## config.mk

```make
export PLATFORM = sky130hd
export DESIGN_NAME = mem_access_arbiter
export DESIGN_NICKNAME = d
export VERILOG_FILES = /design/src/rtl/mem_access_arbiter.sv
export SDC_FILE = /design/constraint.sdc
export NUM_CORES = 1
export LEC_CHECK = 0
export CAP_MARGIN = 0
export CORE_AREA = 2 2 106 108
export DETAILED_ROUTE_END_ITERATION = 7
export DIE_AREA = 0 0 108 110
export DONT_BUFFER_PORTS = 1
export PLACE_DENSITY = 0.7
export RECOVER_POWER = 100
export SLEW_MARGIN = 25
export SYNTH_ARGS = -nofsm -noshare
export SYNTH_HDL_FRONTEND = slang
export SYNTH_SLANG_ARGS = --single-unit
```

## constraint.sdc

```tcl
create_clock -name Clk -period 3.95 [get_ports Clk]
set_input_delay 1.185 -clock Clk [delete_from_list [all_inputs] [get_ports Clk]]
set_output_delay 1.185 -clock Clk [all_outputs]
set_load 0.01 [all_outputs]
```

## src/rtl/mem_access_arbiter.sv

```systemverilog
// Two-requester memory access arbiter (fetch + load/store) to a single
// MFA/MOC handshaked RAM port, with data-side priority and wait timeout.
module mem_access_arbiter #(
   parameter int unsigned TIMEOUT = 15
) (
   input  logic        Clk,
   input  logic        Reset,
   input  logic        IfReq,
   input  logic [31:0] IfAddr,
   output logic [31:0] IfRdata,
   output logic        IfDone,
   output logic        IfErr,
   input  logic        DReq,
   input  logic        DWrite,
   input  logic [1:0]  DSize,
   input  logic [31:0] DAddr,
   input  logic [31:0] DWdata,
   output logic [31:0] DRdata,
   output logic        DDone,
   output logic        DErr,
   output logic        MFA,
   output logic        RW,
   output logic [31:0] Addr,
   output logic [1:0]  Size,
   output logic [31:0] DataOut,
   input  logic [31:0] DataIn,
   input  logic        MOC,
   output logic        Busy,
   output logic [1:0]  Grant
);

   typedef enum logic [2:0] {
      IDLE,
      ISSUE,
      WAIT,
      COMPLETE,
      ABORT
   } state_t;

   localparam logic [7:0] TLAST = 8'(TIMEOUT - 1);

   state_t     state;
   logic [7:0] cnt;
   logic       gdata;
   logic       misalign;

   always_comb begin
      misalign = 1'b0;
      unique case (1'b1)
         (DSize == 2'b01): misalign = DAddr[0];
         (DSize == 2'b10): misalign = (DAddr[1:0] != 2'b00);
         (DSize == 2'b11): misalign = 1'b1;
         default:          misalign = 1'b0;
      endcase
   end

   always_ff @(posedge Clk) begin
      if (Reset) begin
         state   <= IDLE;
         cnt     <= '0;
         gdata   <= 1'b0;
         MFA     <= 1'b0;
         RW      <= 1'b1;
         Addr    <= '0;
         Size    <= '0;
         DataOut <= '0;
         Busy    <= 1'b0;
         Grant   <= 2'b00;
         IfRdata <= '0;
         DRdata  <= '0;
         IfDone  <= 1'b0;
         IfErr   <= 1'b0;
         DDone   <= 1'b0;
         DErr    <= 1'b0;
      end else begin
         IfDone <= 1'b0;
         IfErr  <= 1'b0;
         DDone  <= 1'b0;
         DErr   <= 1'b0;
         unique case (state)
            IDLE: begin
               if (DReq) begin
                  gdata <= 1'b1;
                  Grant <= 2'b10;
                  Busy  <= 1'b1;
                  // misaligned data never reaches the RAM
                  if (misalign) begin
                     state <= ABORT;
                     DErr  <= 1'b1;
                  end else begin
                     state   <= ISSUE;
                     MFA     <= 1'b1;
                     RW      <= ~DWrite;
                     Addr    <= DAddr;
                     Size    <= DSize;
                     DataOut <= DWdata;
                  end
               end else if (IfReq) begin
                  gdata <= 1'b0;
                  Grant <= 2'b01;
                  Busy  <= 1'b1;
                  state <= ISSUE;
                  MFA   <= 1'b1;
                  RW    <= 1'b1;
                  Addr  <= IfAddr;
                  Size  <= 2'b10;
               end
            end
            ISSUE: begin
               state <= WAIT;
               cnt   <= '0;
            end
            WAIT: begin
               if (MOC) begin
                  state <= COMPLETE;
                  MFA   <= 1'b0;
                  if (gdata) begin
                     DDone <= 1'b1;
                     if (RW) DRdata <= DataIn;
                  end else begin
                     IfDone  <= 1'b1;
                     IfRdata <= DataIn;
                  end
               end else if (cnt == TLAST) begin
                  state <= ABORT;
                  MFA   <= 1'b0;
                  if (gdata) DErr <= 1'b1;
                  else       IfErr <= 1'b1;
               end else begin
                  cnt <= cnt + 8'd1;
               end
            end
            COMPLETE, ABORT: begin
               state <= IDLE;
               Busy  <= 1'b0;
               Grant <= 2'b00;
            end
            default: state <= IDLE;
         endcase
      end
   end

endmodule

```

# After elaboration in Yosys (flattened, before gate mapping)
# Cells that the tools add are included.
totals:
  ramBits: 0
  elab_cells: 93
  romBits: 0
  mem_count: 0
  output_inout_bits: 139
  input_bits: 136
  latchBits: 0
  reg_bits: 151
op_classes:
  shift: 0
  add_sub_neg: 1
  mul: 0
  div: 0
  eq_ne: 14
  bitwise_logic: 6
  order_cmp: 0
  n_reduce_logical: 18
  n_mux: 38
op_table:
  columns: ["op", "count"]
  rows:
  - ["two-way mux 32 bit", 3]
  - ["two-way mux 1 bit", 16]
  - ["two-way mux 8 bit", 2]
  - ["one-hot mux 8 bit (2 select lines)", 1]
  - ["two-way mux 3 bit", 5]
  - ["AND reduction 3 bit", 4]
  - ["two-way mux 2 bit", 5]
  - ["nonzero test 2 bit", 5]
  - ["inequality test 3 bit, second input constant", 3]
  - ["one-hot mux 3 bit (3 select lines)", 1]
  - ["adder 8 x 1 -> 8 bit, second input constant", 1]
  - ["== test 8 x 4 -> 1 bit, second input constant", 1]
  - ["AND reduction 4 bit", 2]
  - ["== test 3 x 2 -> 1 bit, second input constant", 2]
  - ["inequality test 2 bit, second input constant", 3]
  - ["inverter 1 bit", 6]
  - ["one-hot mux 1 bit (2 select lines)", 3]
  - ["AND reduction 2 bit", 3]
  - ["== test 2 bit, second input constant", 2]
  - ["one-hot mux 2 bit (2 select lines)", 1]
  - ["OR reduction 4 bit", 1]
  - ["== test 3 x 1 -> 1 bit, second input constant", 1]
  - ["== test 3 bit, second input constant", 1]
  - ["zero test 3 bit", 1]
  - ["4 further kinds", 4]

# Longest topological paths before layout
# Gate-level depths: netlist of run 1.
depth:
  word_depth: 5
  depth_mapped: 7
  depth_no_buf: 6

# Worst setup path after synthesis of run 1
# Ideal clock, no wire load.
synth_path:
  path_type: "input to register"
  from: "in MOC"
  to: "reg cnt[0]"
  path_buffers: 2
  setup_time_ns: 0.065
  stages: 6
  arrival_ns: 2.622
  required_time_ns: 3.885
  setup_slack_ns: 1.263
  path_cell_list: "clkbuf_1 > or4b_4 > buf_6 > a21oi_1 > mux2_2 > nor2_1"
synth_between:
  elab_chain_cells: 2
synth_lines:
  columns: ["item", "line", "rtl"]
  rows:
  - ["start: declaration", "27", "input logic MOC,"]
  - ["inequality test 2 bit (no line)", null, null]
  - ["AND reduction 3 bit (no line)", null, null]
  - ["end signal: assignment", "130", "cnt <= cnt + 8'd1;"]
  - ["end: declaration", "43", "logic [7:0] cnt;"]
# No other way between the ends.
# A chain may end at the register's enable or synchronous reset.

# Worst setup path in the final report of run 1
layout_path:
  from: "in DAddr[1]"
  to: "reg Size[0]"
layout_between:
  elab_chain_cells: 4
layout_lines:
  columns: ["item", "line", "rtl"]
  rows:
  - ["start: declaration", "16", "input logic [31:0] DAddr,"]
  - ["nonzero test 2 bit", "51", "(DSize == 2'b10): misalign = (DAddr[1:0] != 2'b00);"]
  - ["one-hot mux 1 bit (3 select lines)", "49", "unique case (1'b1)"]
  - ["inequality test 2 bit (no line)", null, null]
  - ["AND reduction 3 bit (no line)", null, null]
  - ["end signal: assignment", "95", "Size <= DSize;"]
  - ["end: declaration", "24", "output logic [1:0] Size,"]
# No other way between the ends.

==> metrics.md, run 1 <==
| Metric | Value |
|---|---|
| Status | finished with violations |
| Failing checks | max-capacitance violations, max-slew violations |
| Most frequent cells in the layout | 199 x nand2_1, 151 x dfxtp_1, 136 x a21oi_1 |
| Fin nets | 795 |
| Grt ovf | 0 |
| Critical path startpoint | DAddr[1] |
| Die height | 110 um |
| Mapped cell area | 5850 sq um |
| Root Driver | clkbuf_8 |
| Initial antenna violation count | 0 |
| First-pass GRT wire length | 21,700 um |
| Layout cells sized above 1 | 6.13% |
| Die width | 108 um |
| CTS H-Tree Depth | 4 |
| Via density | 5.74 |
| CTS sink count | 151 |
| Crit Path Max Fanout | 34 |
| Worst-Margin Slew | 1.55 ns |
| Static Leak | 2.23 nW |
| WL/cell | 18.4 um |
| TritonRoute pass-1 iters | 4 |
| Hold_buf cts | 0 |
| Min Tclk post-route | 3.04 ns |
| Req. time, crit path | 4.35 ns |
| Iteration-0 DRC Markers | 334 |
| CP Launch Type | input port |
| Initial cell density of the core | 54.7% |
| Worst Hold Class | flip-flop to flip-flop |
| Mapped Cells | 687 |
| Largest net degree at the start of global routing | 145 |
| Relative slew slack | -3.64% |
| Final ANT Viol Nets | 0 |
| Area grow syn2layout | 9.35% |
| Via count | 4,646 |
| Syn_nets | 825 |
| Dpl ws | 1.04 ns |
| Total track usage | 23.6% |
| Worst-path clk slew | 0.06 ns |
| PwrDens | 599 nW/um^2 |
| VDD IR max | 288 uV |
| Max-cap violations | 1 |
| Clk Latency, worst-skew pair | 0.52 ns |
| Fin. max-slew vios | 36 |
| Clock Skew | 0.00986 ns |
| # setup viols final | 0 |
| Worst Slack Setup Final | 0.913 ns |
| Fmax | 329 MHz |
| Crit. End Element | flip-flop |
| CTS tree | built |
| Global placer's final weighted congestion | 0.817 |
| Vias in the first global route | 4,265 |
| Drt drc | 0 |
| Avg Synthesized Cell Area | 8.51 sq um |
| Post-CTS setup buffers | 0 |
| Die area | 11,900 sq um |
| Rows | 38 |
| #FFs+latches synth | 151 |
| Reg2reg end | DRdata[12] |
| IO buf count | 0 |
| ANT cells | 0 |
| Aggregate routed wire length | 14,900 um |
| Post_cts resized | 0 |
| CTS Buffer Depth | 2 |
| Crit Path Class | input port to flip-flop |
| Layout filler cell count | 965 |
| Fin crit share | 76.9% |
| Data arrival, critical path | 3.44 ns |
| IO Count | 275 |
| Final Hold Viols | 0 |
| HPWL after detailed placement | 10,400 um |
| Crit path to | Size[0] |
| Synth warnings | 0 |
| Post-synthesis sequential area ratio | 51.7% |
| RSZ-0062 raised after global routing | false |
| Worst R2R Setup Slack | 1.11 ns |
| Inserted Clock Buffers | 17 |
| Setup tns final | 0 ns |
| Commonest non-fill, non-tap cell in the layout | nand2_1 |
| Yosys cell types | 45 |
| Core area | 10,700 sq um |
| Worst R2R Start | state[1] |
| Path depth of the worst reg2reg path | 5 |
## power breakdown
part / switching [mW] / total (mW) / internal, mW / leakage (nW)
Sequential: 0.158 / 1.80 / 1.64 / 1.23
Clock: 0.630 / 1.66 / 1.03 / 0.297
Combinational: 0.219 / 0.362 / 0.142 / 0.706
## worst max-delay path, cell delays in order
cell	delay [ns]
or3_1	0.43
nand3_1	0.13
clkbuf_1	1.08
nand2_1	0.27
a32o_1	0.35
## metal layers
metal	routed length, um	vias to the layer above	global-route usage [%]
li1	-	2276	-
met3	1740	15	9.35
met4	211	0	8.79
met5	0	-	0
met2	7440	222	39.9
met1	5470	2133	27.0
## state kept, by name, summed over array words and instances (netlist names), 2 cells and up
| register | flops |
|---|---|
| state | 3 |
| Addr | 32 |
| cnt | 8 |
| Size | 2 |
| Grant | 2 |
| DRdata | 32 |
| IfRdata | 32 |
| DataOut | 32 |
## final cells by class
type	instances	area [sq um]	area share, %
Sequential cell	151	3020	47.3
Timing Repair Buffer	8	45.0	0.705
Multi-Input combinational cell	474	2520	39.4
Clock inverter	13	194	3.03
Clock buffer	18	418	6.54
Inverter	5	18.8	0.294
Tap cell	140	175	2.74
## kinds of logic (layout without fill, tap and decap cells)
kind of cell / Yosys count / in the layout / share of synthesized area [%]
AND/OR/NAND/NOR: 248 / 248 / 18.0
AO/OA/AOI/OAI: 183 / 183 / 18.3
flip-flops: 151 / 151 / 51.7
buffers and inverters: 62 / 44 / 4.71
multiplexers: 35 / 35 / 6.03
XOR/XNOR: 6 / 6 / 0.899
adder cells (fa/ha/maj): 2 / 2 / 0.428
## Yosys cell counts, drive strengths merged
library cell	number	area (sq um)
and3	2	12.5
or3	2	12.5
or3b	2	17.5
nand2b	1	6.26
nand4	2	12.5
a211oi	35	263
nor3	5	25.0
or4	1	7.51
buf	22	125
a21o	2	15.0
a21oi	136	681
nor4b	1	15.0
or4b	1	13.8
xnor2	6	52.6
a2111oi	1	27.5
a32o	1	10.0
nand2	199	747
nor3b	1	12.5
nor2b	1	6.26
a21bo	1	10.0
mux2	2	22.5
o21ai	1	5.00
nor4	3	40.0
dfxtp	151	3020
clkbuf	35	131
nand3	7	35.0
a21boi	2	18.8
a31oi	1	6.26
o221a	1	11.3
inv	5	18.8
and2	2	12.5
mux2i	33	330
nor2	17	66.3
o2111a	1	11.3
ha	2	25.0
and4	1	8.76
a32oi	1	8.76
## through the flow
step / power, mW / cell area [sq um] / utilization, % / hold slack [ns] / cells
2_1_floorplan: 2.13 / 5850 / - / 0.470 / 687
3_3_place_gp: 2.18 / 5830 / 54.5 / 0.483 / 778
3_5_place_dp: 2.20 / 5830 / 54.5 / 0.489 / 778
4_1_cts: 3.86 / 6450 / 60.3 / 0.499 / 809
5_1_grt: 4.00 / 6390 / 59.8 / 0.515 / 809
6_report: 3.83 / 6390 / 59.8 / 0.501 / 809
## how the worst min path moves through the flow
stage	startpoint	endpoint	cells after the start
floorplan	gdata	DDone	2
global placement	IfRdata[22]	IfRdata[22]	2
detailed placement	IfRdata[22]	IfRdata[22]	2
CTS	IfRdata[22]	IfRdata[22]	2
global route	IfRdata[4]	IfRdata[4]	2
finish	IfRdata[22]	IfRdata[22]	2
Note: power is estimated with default switching activity, not from simulation.
==> run 2, diff against run 1 <==
Settings changed: CORE_AREA 2 2 106 108 to 2 2 107 109, DIE_AREA 0 0 108 110 to 0 0 109 111, PLACE_DENSITY 0.7 to 0.69.
Clock period 3.95 ns to 2.92 ns, I/O delays scaled along.
==> run 2 against run 1 <==
  * The run now ends clean
  * Critical endpoint is now DRdata[10]
  * Global-route usage down 0.62 points
  * Sequential share of layout area down 0.50 points
  * Sequential power up 36%
==> metrics.md, run 2 (same netlist as run 1, synthesis figures left out) <==
| Metric | Value |
|---|---|
| Die height | 111 um (was 110 um) |
| Worst-path clk slew | 0.06 ns (about the same) |
| Layout filler cell count | 995 (was 965) |
| Area grow syn2layout | 10.5% (was 9.35%) |
| Most frequent cells in the layout | 199 x nand2_1, 151 x dfxtp_1, 136 x a21oi_1 (unchanged) |
| Placed insts | 784 (was 778) |
| Crit. End Element | flip-flop (unchanged) |
| IO buf count | 0 (unchanged) |
| Initial cell density of the core | 52.8% (was 54.7%) |
| HPWL after detailed placement | 10,200 um (was 10,400 um) |
| Aggregate routed wire length | 14,400 um (was 14,900 um) |
| Vias in the first global route | 4,235 (was 4,265) |
| Area after DPL | 5870 sq um (was 5830 sq um) |
| Seq pwr share | 46.4% (was 47.1%) |
| Critical path startpoint | state[1] (was DAddr[1]) |
| Fmax | 425 MHz |
| Fin nets | 798 (was 795) |
| NetSw | 1.31 mW (was 1.01 mW) |
| Die area | 12,100 sq um (was 11,900 sq um) |
| Layout cells sized above 1 | 6.98% (was 6.13%) |
| Hold_buf cts | 0 (unchanged) |
| Cell area after layout | 6460 sq um (was 6390 sq um) |
| VDD IR max | 465 uV (was 288 uV) |
| Grt ovf | 0 (unchanged) |
| Inserted Clock Buffers | 17 (unchanged) |
| Commonest non-fill, non-tap cell in the layout | nand2_1 (unchanged) |
| Via density | 5.69 (was 5.74) |
| Crit Path Class | flip-flop to flip-flop (was input port to flip-flop) |
| Reg2reg end | DRdata[10] (was DRdata[12]) |
| IO Count | 275 (unchanged) |
| CTS Buffer Depth | 2 (unchanged) |
| # setup viols final | 0 (unchanged) |
| Rows | 39 (was 38) |
| Fin. max-slew vios | 0 (was 36) |
| Die width | 109 um (was 108 um) |
| Iteration-0 DRC Markers | 411 (was 334) |
| Final ANT Viol Nets | 0 (unchanged) |
| Comb pwr share | 9.5% (was 9.4%) |
| Largest net degree at the start of global routing | 145 (unchanged) |
| Clock Skew | 0.00670 ns (was 0.00986 ns) |
| Status | complete, no violations (was finished with violations) |
| Worst R2R Setup Slack | 0.57 ns (was 1.11 ns) |
| Sw Share | 24.9% (was 26.3%) |
| RSZ-0062 raised after global routing | false (unchanged) |
| Via count | 4,643 (was 4,646) |
| Req. time, crit path | 3.26 ns (was 4.35 ns) |
| CTS H-Tree Depth | 4 (unchanged) |
| Post_cts resized | 0 (unchanged) |
| Initial antenna violation count | 0 (unchanged) |
| First-pass GRT wire length | 21,600 um (was 21,700 um) |
| Post-CTS setup buffers | 0 (unchanged) |
| Pwr Total | 5.26 mW (was 3.83 mW) |
| Static Leak | 2.27 nW (was 2.23 nW) |
| PwrDens | 814 nW/um^2 (was 599 nW/um^2) |
| Drt drc | 0 (unchanged) |
| Core area | 11,100 sq um (was 10,700 sq um) |
| Clock power frac | 44.1% (was 43.4%) |
| Min Tclk post-route | 2.35 ns |
| Worst Hold Class | flip-flop to flip-flop (unchanged) |
| Setup tns final | 0 ns (unchanged) |
| Crit path to | DRdata[10] (was Size[0]) |
| Data arrival, critical path | 2.69 ns (was 3.44 ns) |
| TritonRoute pass-1 iters | 5 (was 4) |
| Crit Path Max Fanout | 32 (was 34) |
| ANT cells | 0 (unchanged) |
| Clk Latency, worst-skew pair | 0.41 ns (was 0.52 ns) |
| Max-cap violations | 0 (was 1) |
| CTS sink count | 151 (unchanged) |
| Final Hold Viols | 0 (unchanged) |
| Total track usage | 23.0% (was 23.6%) |
| Non-filler instance count after layout | 816 (was 809) |
| Internal power | 3.95 mW (was 2.82 mW) |
| Worst-Margin Slew | 0.979 ns (was 1.55 ns) |
| Fin crit share | 80.6% |
| Worst R2R Start | state[1] (unchanged) |
| Relative slew slack | 34.7% (was -3.64%) |
| Root Driver | clkbuf_16 (was clkbuf_8) |
| WL/cell | 17.7 um (was 18.4 um) |
| Path depth of the worst reg2reg path | 5 (unchanged) |
| CTS tree | built (unchanged) |
| Global placer's final weighted congestion | 0.820 (was 0.817) |
| CP Launch Type | flip-flop (was input port) |
[run 2: cell types whose count changed in the layout (fill, tap and decap cells not counted), sizes merged]
cell,delta
buf,+4
inv,-4
clkinv,-1
clkbuf,+5
[run 2: final cells by class]
cell class | instances | area (sq um) | share of cell area (%)
multi-input cells | 474 | 2520 | 39.0
well taps | 143 | 179 | 2.77
flip-flops and latches | 151 | 3020 | 46.8
inverters | 5 | 18.8 | 0.290
repair buffers | 11 | 87.6 | 1.36
clock inverters | 8 | 143 | 2.21
clock buffers | 24 | 492 | 7.61
[run 2: through the flow]
stage	hold slack [ns]	util [%]	setup WS, ns
floorplan	0.470	-	0.542
global placement	0.484	53.0	0.686
detailed placement	0.487	53.0	0.622
CTS	0.495	58.7	0.907
global route	0.509	58.3	0.392
finish	0.495	58.3	0.566
[run 2: worst min path at each step]
stage | startpoint | endpoint | slack, ns | cells past startpoint
after floorplan | gdata | DDone | 0.47 | 2
after global placement | IfRdata[5] | IfRdata[5] | 0.48 | 2
after detailed placement | IfRdata[24] | IfRdata[24] | 0.49 | 2
after CTS | IfRdata[24] | IfRdata[24] | 0.49 | 2
after global routing | DRdata[22] | DRdata[22] | 0.51 | 2
final | IfRdata[24] | IfRdata[24] | 0.50 | 2
[run 2: metal layers]
layer  share of wire, %  GRT usage [%]  vias to the layer above
met1                 37           25.9                     2126
met5                  0              0                        -
met2                 50           38.7                      219
met3                 11           8.94                       23
li1                   -              -                     2275
met4                1.7           8.46                        0
[run 2: power by group through the flow]
stage	sequential [mW]	combinational [mW]	clock, mW
2_1_floorplan	2.42	0.469	0
3_3_place_gp	2.48	0.487	0
3_5_place_dp	2.48	0.511	0
4_1_cts	2.44	0.511	2.36
5_1_grt	2.46	0.557	2.44
6_report	2.44	0.501	2.32
[run 2: worst max-delay path, stage by stage, from the launching register on]
cell	delay (ns)
dfxtp_1	0.54
nor3b_1	0.64
and4_1	0.27
clkbuf_2	0.53
nand2_1	0.11
a21oi_1	0.17
